--- src/rtl/rep_flit_fifo_pkg.sv ---
// Shared definitions for the reply flit FIFO: flit framing codes, default widths, message limits.
// Pure types and constants; no latency or backpressure behaviour of its own.
package rep_flit_fifo_pkg;

  localparam int FLIT_W        = 16;
  localparam int CTRL_W        = 2;
  localparam int MAX_MSG_FLITS = 11;

  typedef enum logic [CTRL_W-1:0] {
    CTRL_NONE = 2'b00,
    CTRL_HEAD = 2'b01,
    CTRL_BODY = 2'b10,
    CTRL_TAIL = 2'b11
  } ctrl_e;

  typedef enum logic {
    IN_IDLE = 1'b0,
    IN_PKT  = 1'b1
  } in_state_e;

  function automatic logic is_tail(input logic [CTRL_W-1:0] ctrl);
    return ctrl == CTRL_TAIL;
  endfunction

endpackage

--- src/rtl/flit_fifo_ram.sv ---
// DEPTH x W storage, one synchronous write port and an asynchronous read port.
// Write lands on the clock edge; read data follows the address combinationally; no flow control.
module flit_fifo_ram #(
  parameter int W     = 18,
  parameter int DEPTH = 16
) (
  input  logic                     clk,
  input  logic                     we_i,
  input  logic [$clog2(DEPTH)-1:0] waddr_i,
  input  logic [W-1:0]             wdata_i,
  input  logic [$clog2(DEPTH)-1:0] raddr_i,
  output logic [W-1:0]             rdata_o
);

  logic [W-1:0] mem_q [DEPTH];

  // Contents are never reset; the controller masks entries that hold no live flit.
  always_ff @(posedge clk) begin
    if (we_i) begin
      mem_q[waddr_i] <= wdata_i;
    end
  end

  assign rdata_o = mem_q[raddr_i];

endmodule

--- src/rtl/rep_flit_fifo.sv ---
// Reply flit FIFO between directory upload stage and ring: first-word fall-through, 1-cycle write-to-output.
// rep_fifo_rdy is registered-only (occupancy < DEPTH); output holds until ring_rdy; framing errors are sticky.
module rep_flit_fifo #(
  parameter int FLIT_W = rep_flit_fifo_pkg::FLIT_W,
  parameter int DEPTH  = 16,
  parameter int CNT_W  = 5
) (
  input  logic              clk,
  input  logic              rst,
  input  logic [FLIT_W-1:0] dc_flit_out,
  input  logic              v_dc_flit_out,
  input  logic [1:0]        dc_ctrl_out,
  output logic              rep_fifo_rdy,
  output logic [FLIT_W-1:0] rep_flit_out,
  output logic              v_rep_flit_out,
  output logic [1:0]        rep_ctrl_out,
  input  logic              ring_rdy,
  output logic [CNT_W-1:0]  rep_pkt_cnt,
  output logic              rep_fifo_err
);

  import rep_flit_fifo_pkg::*;

  localparam int AW    = $clog2(DEPTH);
  localparam int ENT_W = CTRL_W + FLIT_W;
  localparam logic [CNT_W-1:0] DEPTH_C = CNT_W'(DEPTH);

  logic [AW-1:0]    wr_ptr_q, wr_ptr_d;
  logic [AW-1:0]    rd_ptr_q, rd_ptr_d;
  logic [CNT_W-1:0] occ_q, occ_d;
  logic [CNT_W-1:0] pkt_q, pkt_d;
  in_state_e        state_q;
  logic             err_q;

  logic             wr_en;
  logic             rd_en;
  logic             wr_tail;
  logic             rd_tail;
  logic [ENT_W-1:0] wr_ent;
  logic [ENT_W-1:0] rd_ent;
  logic [CTRL_W-1:0] rd_ctrl;
  logic [FLIT_W-1:0] rd_flit;

  assign rep_fifo_rdy   = occ_q < DEPTH_C;
  assign v_rep_flit_out = occ_q != '0;

  assign wr_en  = v_dc_flit_out & rep_fifo_rdy;
  assign rd_en  = v_rep_flit_out & ring_rdy;
  assign wr_ent = {dc_ctrl_out, dc_flit_out};

  assign rd_ctrl = rd_ent[ENT_W-1:FLIT_W];
  assign rd_flit = rd_ent[FLIT_W-1:0];
  assign wr_tail = is_tail(dc_ctrl_out);
  assign rd_tail = is_tail(rd_ctrl);

  flit_fifo_ram #(
    .W     (ENT_W),
    .DEPTH (DEPTH)
  ) u_ram (
    .clk     (clk),
    .we_i    (wr_en),
    .waddr_i (wr_ptr_q),
    .wdata_i (wr_ent),
    .raddr_i (rd_ptr_q),
    .rdata_o (rd_ent)
  );

  // An empty queue shows zeros so stale array words never reach the ring.
  assign rep_flit_out = v_rep_flit_out ? rd_flit : '0;
  assign rep_ctrl_out = v_rep_flit_out ? rd_ctrl : '0;
  assign rep_pkt_cnt  = pkt_q;
  assign rep_fifo_err = err_q;

  always_comb begin
    wr_ptr_d = wr_ptr_q;
    rd_ptr_d = rd_ptr_q;
    occ_d    = occ_q;
    pkt_d    = pkt_q;

    if (wr_en) begin
      wr_ptr_d = wr_ptr_q + 1'b1;
    end
    if (rd_en) begin
      rd_ptr_d = rd_ptr_q + 1'b1;
    end

    case ({wr_en, rd_en})
      2'b10:   occ_d = occ_q + 1'b1;
      2'b01:   occ_d = occ_q - 1'b1;
      default: occ_d = occ_q;
    endcase

    case ({wr_en & wr_tail, rd_en & rd_tail})
      2'b10:   pkt_d = pkt_q + 1'b1;
      2'b01:   pkt_d = pkt_q - 1'b1;
      default: pkt_d = pkt_q;
    endcase
  end

  always_ff @(posedge clk) begin
    if (rst) begin
      wr_ptr_q <= '0;
      rd_ptr_q <= '0;
      occ_q    <= '0;
      pkt_q    <= '0;
    end else begin
      wr_ptr_q <= wr_ptr_d;
      rd_ptr_q <= rd_ptr_d;
      occ_q    <= occ_d;
      pkt_q    <= pkt_d;
    end
  end

  // Framing checker sees accepted writes only; offending flits are still stored.
  always_ff @(posedge clk) begin
    if (rst) begin
      state_q <= IN_IDLE;
      err_q   <= 1'b0;
    end else begin
      if (v_dc_flit_out && !rep_fifo_rdy) begin
        err_q <= 1'b1;
      end
      if (wr_en) begin
        case (state_q)
          IN_IDLE: begin
            case (dc_ctrl_out)
              CTRL_HEAD: state_q <= IN_PKT;
              CTRL_TAIL: state_q <= IN_IDLE;
              default:   err_q   <= 1'b1;
            endcase
          end
          IN_PKT: begin
            case (dc_ctrl_out)
              CTRL_BODY: state_q <= IN_PKT;
              CTRL_TAIL: state_q <= IN_IDLE;
              default:   err_q   <= 1'b1;
            endcase
          end
          default: state_q <= IN_IDLE;
        endcase
      end
    end
  end

endmodule

--- config.mk ---
export PLATFORM = sky130hd
export DESIGN_NAME = rep_flit_fifo
export DESIGN_NICKNAME = d
export VERILOG_FILES = /design/src/rtl/rep_flit_fifo_pkg.sv /design/src/rtl/flit_fifo_ram.sv /design/src/rtl/rep_flit_fifo.sv
export SDC_FILE = /design/constraint.sdc
export NUM_CORES = 1
export LEC_CHECK = 0
export ABC_AREA = 1
export CAP_MARGIN = 20
export CORE_UTILIZATION = 45
export CTS_BUF_LIST = sky130_fd_sc_hd__clkbuf_8 sky130_fd_sc_hd__clkbuf_16
export DETAILED_ROUTE_END_ITERATION = 12
export PLACE_DENSITY = 0.6
export SLEW_MARGIN = 0
export SYNTH_ARGS = -nofsm -noshare
export SYNTH_HDL_FRONTEND = slang
export SYNTH_HIERARCHICAL = 1
export SYNTH_SLANG_ARGS = --single-unit
--- constraint.sdc ---
create_clock -name clk -period 3.2 [get_ports clk]
set_clock_uncertainty 0.2 [all_clocks]
set_input_delay 0.64 -clock clk [delete_from_list [all_inputs] [get_ports clk]]
set_output_delay 0.64 -clock clk [all_outputs]
set_load 0.03 [all_outputs]
==> results of run 1 <==
[cells in the final DEF, fill, tap and decap left out]
cell type,count
nand2_1,439
edfxtp_1,288
inv_1,273
nand3_1,229
buf_4,63
clkbuf_16,37
clkdlybuf4s50_1,29
a21oi_1,17
nor2_2,17
dfxtp_1,17
nor2_1,14
ha_1,9
clkinv_2,8
clkinv_1,8
o21ai_0,6
buf_12,6
buf_6,5
xor2_1,4
xnor2_1,3
bufinv_16,3
inv_2,2
nand2_2,2
a211oi_1,2
dfxtp_2,2
nand3b_1,2
nand2_4,1
nand4_2,1
or2_1,1
a31oi_1,1
nand4_1,1
nor3b_1,1
nor3_1,1
fa_1,1
clkbuf_8,1
clkinvlp_4,1
dfxtp_4,1
inv_8,1
buf_8,1
[sequential cells by signal, indices dropped and copies added (netlist names)]
| register | flops |
|---|---|
| rep_pkt_cnt | 5 |
| rep_fifo_err | 1 |
| occ_q | 5 |
| state_q | 1 |
| rd_ptr_q | 4 |
| wr_ptr_q | 4 |
| u_ram/mem_q | 288 |
[cell families (layout without fill, tap and decap cells)]
group,after synthesis,count (layout)
buffers and inverters,331,438
XOR/XNOR,7,7
AND/OR/NAND/NOR,709,709
AO/OA/AOI/OAI,26,26
flip-flops,308,308
adder cells (fa/ha/maj),10,10
[area by class of cell]
class / instances / area [µm²] / share of cell area (%)
clock buffers: 38 / 940 / 5.87
clock inverters: 25 / 186 / 1.16
inverters: 271 / 1020 / 6.40
multi-input cells: 752 / 3360 / 21.0
flip-flops and latches: 308 / 9050 / 56.6
well taps: 390 / 488 / 3.05
repair buffers: 104 / 955 / 5.96
[path summary, 6_finish.rpt]
check	startpoint	end	slack, ns	cells past startpoint
min	rep_fifo_err	rep_fifo_err	0.28	2
min reg2reg	rep_fifo_err	rep_fifo_err	0.28	2
max reg2reg	rd_ptr_q[0]	rep_pkt_cnt[4]	0.51	20
max	rd_ptr_q[0]	rep_flit_out[15]	0.12	11
[metrics by stage]
step / worst slack, ns / cell area (µm²) / std cells / TNS [ns] / hold WS (ns)
after floorplan: 0.551 / 13700 / 1391 / 0 / 0.259
after global placement: 0.206 / 14800 / 1822 / 0 / 0.256
after detailed placement: 0.163 / 14800 / 1822 / 0 / 0.263
after CTS: -0.0355 / 16000 / 1885 / -0.0729 / 0.282
after global routing: -0.00120 / 16000 / 1888 / -0.00120 / 0.305
final: 0.121 / 16000 / 1888 / 0 / 0.285
[where the power goes]
part	switching, µW	total, µW	internal, µW	leakage (µW)
registers	105	4690	4590	0.00277
clock network	1560	3910	2350	0.000584
logic	2380	3570	1190	0.00366
[what timing repair did]
item	in CTS	in global routing
gates resized for setup	6	10
endpoints found under the hold margin	0	0
buffers inserted	0	3
endpoints found under the setup margin	15	15
pin swaps	0	0
[per-layer routing]
metal | GRT usage (%) | part of all wire (%)
met1 | 31.2 | 46
met2 | 35.6 | 48
met3 | 3.14 | 5.1
met4 | 4.78 | 1.6
met5 | 0 | 0.040
[worst max-delay path, delay by kind of cell (launching register included)]
kind,cells,cell delay (ns)
flip-flops,1,0.39
buffers and inverters,4,0.70
AND/OR/NAND/NOR,7,0.60
==> run_results.csv, run 1 <==
group,metric,value,unit
sta,worst_pin_slew,0.809,ns
synthesis,synthAdderAreaFrac,0.966,%
sta,slew_headroom,45.9,%
run,max_cap_violations,0,
synthesis,synth-compound-area-share,0.993,%
clock_network,htree_levels,2,
setup_path,critPathMostFrequentCell,"nand2_1",
grt,grt_max_degree,51,
grt,antenna_found_initial,1,
run_status,status,"completed",
clock_network,cts.sinks,308,
clock_network,cts_tree,"yes",
synthesis,synth-edff-count,288,
setup_path,crit_type,"reg2out",
die,core-area,29800,µm²
synthesis,synth_flop_cell,"edfxtp_1",
clock_network,cts_hold_buf,0,
setup_path,end_kind,"output port",
route,drcViolationCount,0,
setup_path,crit_fanout,44,
synthesis,yosysMostFrequentCell,"nand2_1",
grt,grt.total_usage,21.9,%
clock_network,clk-insertion-delay-late,0.51,ns
setup_path,slowest_stage,"dfxtp_4",
worst_hold_path,hp-class,"reg2reg",
route,via_per_inst,5.02,
place,hpwl,20200,µm
route,dr.pass1.iters,5,
setup_path,critPathRequiredTime,2.36,ns
setup_path,cp.arrival,2.24,ns
clock_network,path_clk_slew,0.06,ns
sta,finalCritPeriodShare,96.2,%
route,drtIter0Drc,774,
synthesis,yosys.area_share.simple,21.8,%
die,rows,63,
setup_path,startpoint_type,"flop",
die,die_height,177,µm
place,io_buffers,47,
synthesis,synth_top_family_by_area,"simple AND/OR/NAND/NOR gates",
power_and_ir_drop,pwr_density_cell,761,nW/µm²
power_and_ir_drop,irDropWorstVdd,0.000349,V
synthesis,syn_nets,1423,
synthesis,yosysUniqueCellTypes,31,
route,antenna_left,0,
die,die_width,177,µm
synthesis,synth_seq_cells,308,
sta,setup_viol,0,
die,die-area,31200,µm²
synthesis,syn_inst,1391,
synthesis,synth_area_leaders,"edfxtp_1 (63%), nand2_1 (12%), nand3_1 (8.3%)",
place,gp_congestion,0.823,
synthesis,syn_area,13700,µm²
synthesis,ys.warnings.count,6,
setup_path,path_cells,"inv_8 > buf_8 > nand2_1 > nand2_1 > nand2_1 > nand3_1 > nand3_1 > nand2_1 > nand2_1 > inv_1 > buf_4",
setup_path,slowest_delay,0.39,ns
final_layout,final.fill_count,2651,
sta,min_period,3.08,ns
final_layout,syn2layout_area_growth,16.6,%
synthesis,synth_mux_area_share,0,%
die,num_io_pins,48,
sta,maxSlewViolCount,0,
route,via_count,9487,
clock_network,cts_buffers,35,
synthesis,yosysTopAreaCell,"edfxtp_1",
synthesis,netlist_top_cells_count,"nand2_1 (439), edfxtp_1 (288), inv_1 (266)",
route,wl_per_cell,17.4,µm
grt,grt_first_pass_wirelength,51800,µm
power_and_ir_drop,power,12200,µW
clock_network,clk_path_buf_depth,3,
grt,grt.overflow.total,0,
synthesis,synthArstFlopShare,0,%
clock_network,cts_root_buf,"clkbuf_16",
sta,clock.fmax,0.325,GHz
synthesis,syn_avg_cell_area,9.87,µm²
synthesis,synth_top_area_share,63.0,%
sta,hold_violations,0,
route,postRouteWirelength,32900,µm
final_layout,drive_gt1_share,10.1,%
final_layout,final_util,53.7,%
synthesis,synth_xor_area_share,0.447,%
die,initial_core_util,46.1,%
synthesis,yosysSeqAreaShare,65.9,%
grt,grt_pass1_vias,8952,
final_layout,nets,1504,
final_layout,insertedDiodeCount,0,
power_and_ir_drop,p_leak,0.00701,µW
Power figures use the tool's default switching activity.
==> run 2: changes to the inputs <==
CORE_MARGIN = 4   (was default)
PLACE_DENSITY = default   (was 0.6)
clock period = 2.9 ns   (was 3.2 ns; I/O delays follow)
==> run_results.csv, run 2 (same netlist as run 1, synthesis figures left out) <==
group,metric,value,unit
run_status,status,"completed",
setup_path,slowest_delay,0.36,ns
clock_network,cts_buffers,34,
setup_path,startpoint_type,"flop",
grt,grt_first_pass_wirelength,52100,µm
final_layout,design_area,17100,µm²
place,gp_congestion,0.808,
setup_path,slowest_stage,"dfxtp_4",
setup_path,cp.arrival,2.08,ns
power_and_ir_drop,irDropWorstVdd,0.000484,V
final_layout,final_util,57.1,%
sta,setup_viol,0,
sta,finalCritPeriodShare,98.7,%
clock_network,clk-insertion-delay-late,0.51,ns
sta,hold_violations,0,
die,num_io_pins,48,
setup_path,crit_fanout,7,
final_layout,final_common_cell,"nand2_1",
route,drcViolationCount,0,
sta,rsz0062_at_grt,"yes",
setup_path,crit_type,"reg2out",
place,placed_area,15000,µm²
route,via_count,9810,
route,postRouteWirelength,35800,µm
final_layout,max_flop_register,"u_ram/mem_q",
route,antenna_left,0,
power_and_ir_drop,pwr_density_cell,855,nW/µm²
die,rows,63,
sta,slew_headroom,42.1,%
setup_path,critical_path_buf_inv_count,5,
grt,antenna_found_initial,2,
setup_path,end_kind,"output port",
place,post-place-cells,1828,
die,die_height,183,µm
clock_network,cts_root_buf,"clkbuf_16",
grt,grt_pass1_vias,9122,
sta,clock.fmax,0.349,GHz
grt,grt.overflow.total,0,
die,initial_core_util,46.0,%
setup_path,path_cells,"buf_12 > buf_16 > clkbuf_16 > nand2_1 > nand3_1 > nand3_2 > nand3_2 > nand2_4 > nand2_2 > inv_2 > buf_6",
worst_hold_path,hp-class,"reg2reg",
clock_network,htree_levels,2,
clock_network,path_clk_slew,0.06,ns
place,dp_slack,0.0238,ns
route,via_per_inst,5.12,
final_layout,drive_gt1_share,15.3,%
die,die_width,183,µm
final_layout,fin_cells,1915,
final_layout,final_cell_mix,"nand2_1 (421), edfxtp_1 (288), inv_1 (266)",
sta,min_period,2.86,ns
route,wl_per_cell,18.7,µm
sta,worst_pin_slew,0.865,ns
final_layout,nets,1536,
clock_network,cts_tree,"yes",
grt,grt_max_degree,48,
place,hpwl,19200,µm
sta,setup_ws,0.0387,ns
route,drtIter0Drc,791,
final_layout,syn2layout_area_growth,24.3,%
grt,grt.total_usage,20.3,%
setup_path,path_delay_family,"buffers and inverters",
sta,maxSlewViolCount,0,
route,dr.pass1.iters,5,
power_and_ir_drop,p_leak,0.00742,µW
sta,fin_hold_ws,0.284,ns
clock_network,clk_path_buf_depth,3,
run,max_cap_violations,0,
die,die-area,33400,µm²
place,io_buffers,47,
setup_path,critPathMostFrequentCell,"nand3_2",
setup_path,critPathRequiredTime,2.12,ns
clock_network,cts.sinks,308,
final_layout,largest_reg_flops,288,
die,core-area,29900,µm²
==> run 2: cell count changes in the layout (fill, tap and decap cells not counted), sizes merged, moves of 2 or more <==
cell    previous run  this run
clkbuf            38        47
clkinv            16        10
inv              276       278
buf               75        95
==> run 2: through the flow <==
| step | power [µW] | TNS [ns] |
|---|---|---|
| floorplan | 7920 | 0 |
| global placement | 9240 | 0 |
| CTS | 13900 | -0.00554 |
| detailed placement | 9290 | 0 |
| global route | 15300 | -0.207 |
| finish | 14600 | 0 |
==> run 2: worst min-delay path, cell delays in order (launching register included) <==
cell and delay, ns:
dfxtp_1 0.30, inv_1 0.07, a211oi_1 0.07
==> run 2: worst paths after layout <==
check / start / endpoint / slack, ns / cells after the start
worst max-delay path: rd_ptr_q[0] / rep_flit_out[8] / 0.04 / 11
worst min-delay path: state_q / state_q / 0.28 / 2
worst max register to register: rd_ptr_q[0] / rep_pkt_cnt[4] / 0.17 / 21
worst min register to register: state_q / state_q / 0.28 / 2
==> run 2: power by group <==
part / total [µW] / switching [µW] / internal [µW]
clock network: 4270 / 1690 / 2570
logic: 5140 / 3110 / 2040
registers: 5170 / 109 / 5060
==> run 2: cell type report <==
class,instances,area (µm²)
Fill cell,2485,12800
Clock buffer,37,892
Multi-Input combinational cell,752,3550
Clock inverter,19,210
Inverter,271,1050
Timing Repair inverter,2,22.5
Timing Repair Buffer,135,1790
Tap cell,390,488
Sequential cell,308,9060
Antenna cell,1,2.50
==> run 2: repair_timing <==
action,in CTS,in global routing
hold buffers,0,0
setup buffers,1,8
setup endpoints to repair,15,21
cloned,7,14
pin swaps,0,23
gates resized for setup,22,82
==> run 2: metal layers <==
metal / track usage, % / wire length [µm] / vias to the layer above
li1: - / - / 4689
met1: 27.3 / 15100 / 4754
met2: 33.3 / 17200 / 300
met3: 3.99 / 2570 / 65
met4: 6.30 / 991 / 2
met5: 0 / 13 / -
